File: config.mk
export PLATFORM = sky130hd
export DESIGN_NAME = seg_pipe_adder
export DESIGN_NICKNAME = d
export VERILOG_FILES = /design/src/rtl/seg_pipe_adder_pkg.sv /design/src/rtl/seg_adder_stage.sv /design/src/rtl/seg_pipe_adder.sv
export SDC_FILE = /design/constraint.sdc
export NUM_CORES = 1
export LEC_CHECK = 0
export ABC_AREA = 1
export BUFFER_PORTS_ARGS = -buffer_cell sky130_fd_sc_hd__clkbuf_2
export CAP_MARGIN = 5
export CORE_MARGIN = 3
export CORE_UTILIZATION = 55
export DETAILED_ROUTE_END_ITERATION = 12
export PLACE_DENSITY = 0.84
export SYNTH_ARGS = -nofsm -noshare
export SYNTH_HDL_FRONTEND = slang
export SYNTH_HIERARCHICAL = 1
export SYNTH_SLANG_ARGS = --single-unit
File: constraint.sdc
create_clock -name clk -period 13.93 [get_ports clk]
set_clock_uncertainty 0.2 [all_clocks]
set_input_delay 1.393 -clock clk [delete_from_list [all_inputs] [get_ports clk]]
set_output_delay 1.393 -clock clk [all_outputs]
set_load 0.1 [all_outputs]
File: src/rtl/seg_pipe_adder_pkg.sv
// Shared defaults and helpers for the segmented pipelined adder.
// Saturation constants are only consumed when SEG_PIPE_ADDER_SAT_EN is defined.
package seg_pipe_adder_pkg;

    localparam int DEF_WIDTH = 32;
    localparam int DEF_SEG   = 8;
    localparam int SAT_W     = 64;

    function automatic int calc_nseg(input int w, input int s);
        return w / s;
    endfunction

    function automatic logic [SAT_W-1:0] sat_max(input int w);
        return (SAT_W'(1) << (w - 1)) - SAT_W'(1);
    endfunction

    function automatic logic [SAT_W-1:0] sat_min(input int w);
        return SAT_W'(1) << (w - 1);
    endfunction

endpackage

File: src/rtl/seg_adder_stage.sv
// One SEG-bit slice of the pipelined adder: registered sum, carry and
// the signed-overflow flag of this slice's MSB.
module seg_adder_stage #(
    parameter int SEG = 8
) (
    input  logic           i_clk,
    input  logic           i_rst,
    input  logic           i_en,
    input  logic [SEG-1:0] i_a,
    input  logic [SEG-1:0] i_b,
    input  logic           i_c,
    output logic [SEG-1:0] o_sum,
    output logic           o_c,
    output logic           o_ovf
);

    logic [SEG:0] w_sum;
    logic         w_ovf;

    assign w_sum = {1'b0, i_a} + {1'b0, i_b} + {{SEG{1'b0}}, i_c};
    assign w_ovf = (i_a[SEG-1] == i_b[SEG-1]) &&
                   (w_sum[SEG-1] != i_a[SEG-1]);

    always_ff @(posedge i_clk or posedge i_rst) begin
        if (i_rst) begin
            o_sum <= '0;
            o_c   <= 1'b0;
            o_ovf <= 1'b0;
        end else if (i_en) begin
            o_sum <= w_sum[SEG-1:0];
            o_c   <= w_sum[SEG];
            o_ovf <= w_ovf;
        end
    end

endmodule

File: src/rtl/seg_pipe_adder.sv
// WIDTH-bit add/sub resolved one SEG-bit segment per stage, valid/ready.
// Define SEG_PIPE_ADDER_SAT_EN to saturate the sum on signed overflow.
module seg_pipe_adder
    import seg_pipe_adder_pkg::*;
#(
    parameter int WIDTH = DEF_WIDTH,
    parameter int SEG   = DEF_SEG
) (
    input  logic             clk,
    input  logic             reset,
    input  logic             in_valid,
    output logic             in_ready,
    input  logic [WIDTH-1:0] a,
    input  logic [WIDTH-1:0] b,
    input  logic             cin,
    input  logic             sub,
    output logic             out_valid,
    input  logic             out_ready,
    output logic [WIDTH-1:0] sum,
    output logic             cout,
    output logic             ovf
);

    localparam int NSEG = calc_nseg(WIDTH, SEG);

    if (WIDTH % SEG != 0 || NSEG < 1) begin : g_bad_cfg
        $error("seg_pipe_adder: WIDTH must be a multiple of SEG");
    end

    logic             w_en;
    logic [WIDTH-1:0] w_beff;
    logic             w_c0;
    logic [WIDTH-1:0] w_raw;

    logic             r_v   [NSEG];
    logic [WIDTH-1:0] r_a   [NSEG];
    logic [WIDTH-1:0] r_b   [NSEG];
    logic [WIDTH-1:0] r_lo  [NSEG];
    logic [WIDTH-1:0] w_sa  [NSEG];
    logic [WIDTH-1:0] w_sb  [NSEG];
    logic [SEG-1:0]   w_seg [NSEG];
    logic             w_ic  [NSEG];
    logic             w_c   [NSEG];
    logic             w_ovf [NSEG];

    assign w_en      = !out_valid || out_ready;
    assign in_ready  = w_en;
    assign w_beff    = sub ? ~b : b;
    assign w_c0      = sub | cin;
    assign out_valid = r_v[NSEG-1];
    assign cout      = w_c[NSEG-1];
    assign ovf       = w_ovf[NSEG-1];

    for (genvar k = 0; k < NSEG; k++) begin : g_stage
        if (k == 0) begin : g_first
            assign w_sa[k] = a;
            assign w_sb[k] = w_beff;
            assign w_ic[k] = w_c0;
            always_ff @(posedge clk or posedge reset) begin
                if (reset)     r_v[k] <= 1'b0;
                else if (w_en) r_v[k] <= in_valid;
            end
        end else begin : g_next
            assign w_sa[k] = r_a[k-1];
            assign w_sb[k] = r_b[k-1];
            assign w_ic[k] = w_c[k-1];
            always_ff @(posedge clk or posedge reset) begin
                if (reset)     r_v[k] <= 1'b0;
                else if (w_en) r_v[k] <= r_v[k-1];
            end
        end

        // Unprocessed high segments shift down so segment 0 is always next.
        if (k < NSEG - 1) begin : g_skew
            always_ff @(posedge clk or posedge reset) begin
                if (reset) begin
                    r_a[k] <= '0;
                    r_b[k] <= '0;
                end else if (w_en) begin
                    r_a[k] <= w_sa[k] >> SEG;
                    r_b[k] <= w_sb[k] >> SEG;
                end
            end
        end

        // Completed segments enter at the top and shift down each stage.
        if (k == 1) begin : g_lo_first
            always_ff @(posedge clk or posedge reset) begin
                if (reset)     r_lo[k] <= '0;
                else if (w_en) r_lo[k] <= {w_seg[0], {(WIDTH-SEG){1'b0}}};
            end
        end else if (k > 1) begin : g_lo_next
            always_ff @(posedge clk or posedge reset) begin
                if (reset)     r_lo[k] <= '0;
                else if (w_en) r_lo[k] <= {w_seg[k-1], r_lo[k-1][WIDTH-1:SEG]};
            end
        end

        seg_adder_stage #(
            .SEG (SEG)
        ) u_stage (
            .i_clk (clk),
            .i_rst (reset),
            .i_en  (w_en),
            .i_a   (w_sa[k][SEG-1:0]),
            .i_b   (w_sb[k][SEG-1:0]),
            .i_c   (w_ic[k]),
            .o_sum (w_seg[k]),
            .o_c   (w_c[k]),
            .o_ovf (w_ovf[k])
        );
    end

    if (NSEG == 1) begin : g_raw_one
        assign w_raw = w_seg[0];
    end else begin : g_raw_many
        assign w_raw = {w_seg[NSEG-1], r_lo[NSEG-1][WIDTH-1:SEG]};
    end

`ifdef SEG_PIPE_ADDER_SAT_EN
    localparam logic [SAT_W-1:0] SAT_MAX_C = sat_max(WIDTH);
    localparam logic [SAT_W-1:0] SAT_MIN_C = sat_min(WIDTH);

    if (WIDTH > SAT_W) begin : g_bad_sat
        $error("seg_pipe_adder: saturation limited to SAT_W bits");
    end

    logic r_amsb;

    always_ff @(posedge clk or posedge reset) begin
        if (reset)     r_amsb <= 1'b0;
        else if (w_en) r_amsb <= w_sa[NSEG-1][SEG-1];
    end

    assign sum = !ovf   ? w_raw :
                 r_amsb ? SAT_MIN_C[WIDTH-1:0] : SAT_MAX_C[WIDTH-1:0];
`else
    assign sum = w_raw;
`endif

endmodule

After elaboration in Yosys (flattened, before gate mapping):

Cells that the tools add are included.

* eq/ne operators: 2
* bitwise logic cells: 2
* muxes and demuxes: 1
* add/sub/neg operators: 8
* reductions and logical operators: 3

Operator list (number)
* $add 8x8->9: 4
* $add 9x1->9: 4
* $mux 32: 1
* $not 32->32: 1
* $eq 1x1->1: 1
* $logic_and 1x1->1: 1
* $logic_not 1->1: 1
* $logic_or 1x1->1: 1
* $ne 1x1->1: 1
* $or 1x1->1: 1

* logic and storage cells: 38
* input port bits: 70
* register bits after elaboration: 185
* output and inout bits: 36

Depth between registers and ports, before layout:

* depth after elaboration: 4
* mapped depth: 11
* depth with buffers taken out: 9

Modules after synthesis:

The synthesis kept the hierarchy.

By module, submodules not included
* seg_pipe_adder: cells an instance 709, area an instance 6102.1 um^2, times used 1, sequential area each 3703.6 um^2
* seg_adder_stage at g_stage[1].u_stage ...: cells an instance 110, area an instance 804.5 um^2, times used 3, sequential area each 250.2 um^2
* seg_adder_stage at g_stage[0].u_stage: cells an instance 110, area an instance 797.0 um^2, times used 1, sequential area each 250.2 um^2

Least setup slack after synthesis:

No wires, ideal clock.

* path type: input -> output
* start: input out_ready
* end: output in_ready
* path slack: 10085 ps
* required time: 12337 ps
* path buffers: 2
* arrival: 2252 ps
* cell stages on the path: 4
* path through: inv_1 -> nand2_1 -> buf_4 -> buf_2

* longest elaborated chain between the ends: 1

RTL lines
* start: declaration: line seg_pipe_adder.sv:18 `input logic out_ready,`
* $logic_or 1x1->1: line seg_pipe_adder.sv:46 `assign w_en = !out_valid || out_ready;`
* end: declaration: line seg_pipe_adder.sv:12 `output logic in_ready,`

Every way passes these cells.

Final worst setup path:

Same ends and word-level chain as after synthesis.

==> qor.txt <==
WP data arrival = 2.14 ns
Tcrit/Tclk final = 26.80%
Outcome = finished clean
Most used cell along the critical path = clkbuf_2
Routed Antenna Nets = 0
Hold Path Class = reg2reg
IO Port Bufs = 105
Hold Vio Cnt, Final = 0
CP required = 12.34 ns
CTS clk-pin slew, worst paths = 0.07 ns
Syn nets = 1231
Clock buffer depth = 2
Crit path max fanout = 2
Worst-Skew Late Latency = 0.43 ns
Synth Cell Area = 9151 um2
Post-cts repair resize count = 0
Antenna violations before repair = 0
Vias in the first global route = 6590
# diodes = 0
Most frequent cells in the layout = nand2_1 (499), dfrtp_1 (185), inv_1 (118), clkbuf_2 (105), o21ai_0 (65)
Rel. slew slack = 35.45%
Worst IR Drop VDD = 0.1582 mV
CTS buffer count = 17
Clock period minus worst slack = 3.733 ns
Final setup vio count = 0
Worst-path cell with the longest stage delay = clkbuf_2
FMAX = 0.2679 GHz
Initial core utilization = 56.99%
Synthesized instance count = 1125
Worst-Margin Slew = 0.9682 ns
Commonest non-fill, non-tap cell in the layout = nand2_1
CP Cell Sequence = clkbuf_2 -> inv_1 -> nand2_4 -> clkbuf_2
Crit-path max cell delay = 0.49 ns
Final wirelength = 18340 um
Area grow syn2layout = 10.98%
Final Hold Slack = 0.2649 ns
Setup_tns = 0 ns
Die ar. = 18220 um2
Worst Setup End Kind = output pin
Chip height = 135.0 um
H-tree depth = 4
RSZ-0062 raised after global routing = no
GRT Resource Usage Total = 21.33%
Total gr overflow = 0
Core Area = 16060 um2
Startpoint types = input port
Gpl congestion = 0.8480
Pwr per Cell Area = 261.9 nW/um2
Pin count of the biggest net entering global routing = 107
Slew Limit Fails = 0
Synthesis Warnings = 6
Number of clock sinks = 185
IO Pins = 106
Post-CTS setup buffer count = 0
Die Width = 135.0 um
Vias post-DR = 7020
Hold depth = 2
Nets = 1290
CTS tree = yes
Leakage = 5.664 nW
# rows = 46
Layout cells sized above 1 = 15.20%
Initial DRT Pass Iterations = 5
CTS root buf = clkbuf_16
Vias/cell = 4.968
# DRC = 0
Routed len/inst = 12.98 um
DP HPWL = 12740 um
Worst Setup Path Type = in2out
Hold Buf Count CTS = 0
Iteration-0 DRC count of the detailed router = 594
Syn Area/Cell = 8.134 um2
Max-cap violations = 0
First-pass GRT wire length = 31370 um
R2R depth = 6
layer usage:
| layer | wire length (um) | global-route usage, % | share of wire [%] |
|---|---|---|---|
| met3 | 902 | 3.949 | 4.9 |
| met4 | 283 | 6.439 | 1.5 |
| met5 | 0 | 0 | 0 |
| met1 | 8532 | 30.21 | 47 |
| met2 | 8620 | 33.88 | 47 |
sequential cells by signal, summed over array words and instances, names as in the netlist:
signal,cells
g_stage.u_stage/o_c,4
r_a,48
g_stage.u_stage/o_sum,32
r_v,3
r_b,48
out_valid,1
r_lo,24
sum,24
g_stage.u_stage/o_ovf,1
power by group:
part	internal (mW)	switching, mW
Sequential	0.777	0.136
Clock	0.270	0.215
Combinational	0.337	0.924
path summary, 6_finish.rpt:
check                                            from  slack [ns]                                      end
worst min-delay path               r_v[1]$_DFFE_PP0P_        0.26                    out_valid$_DFFE_PP0P_
worst max register to register  out_valid$_DFFE_PP0P_       10.93       g_stage[2].u_stage/o_c$_DFFE_PP0P_
worst max-delay path                        out_ready       10.20                                 in_ready
max in group asynchronous                       reset       11.16                      sum[19]$_DFFE_PP0P_
min in group asynchronous                       reset        0.86  g_stage[2].u_stage/o_sum[3]$_DFFE_PP0P_
worst min register to register     r_v[1]$_DFFE_PP0P_        0.26                    out_valid$_DFFE_PP0P_
critical path, delay by kind of cell:
kind                   cells  cell delay (ns)
and+or+nand+nor            1             0.05
buffers and inverters      3             0.68
cell type report:
class	instances	area (um2)
clock buffer	18	429.2
tap	216	270.3
clock inverter	14	163.9
fill	1342	5902
sequential	185	4629
inverter	120	455.4
timing repair buffer	110	563.0
multi-input combinational	750	3645
stage by stage:
stage / cell area [um2] / utilization, % / cells / setup slack, ns / power [mW]
2_1_floorplan: 9151 / - / 1125 / 8.357 / 1.983
3_3_place_gp: 9563 / 59.55 / 1381 / 9.842 / 2.131
3_5_place_dp: 9563 / 59.55 / 1381 / 9.755 / 2.176
4_1_cts: 10160 / 63.25 / 1413 / 10.18 / 2.674
5_1_grt: 10160 / 63.25 / 1413 / 9.912 / 2.853
6_report: 10160 / 63.25 / 1413 / 10.20 / 2.660
No activity file was read; power rests on OpenSTA's default activity.
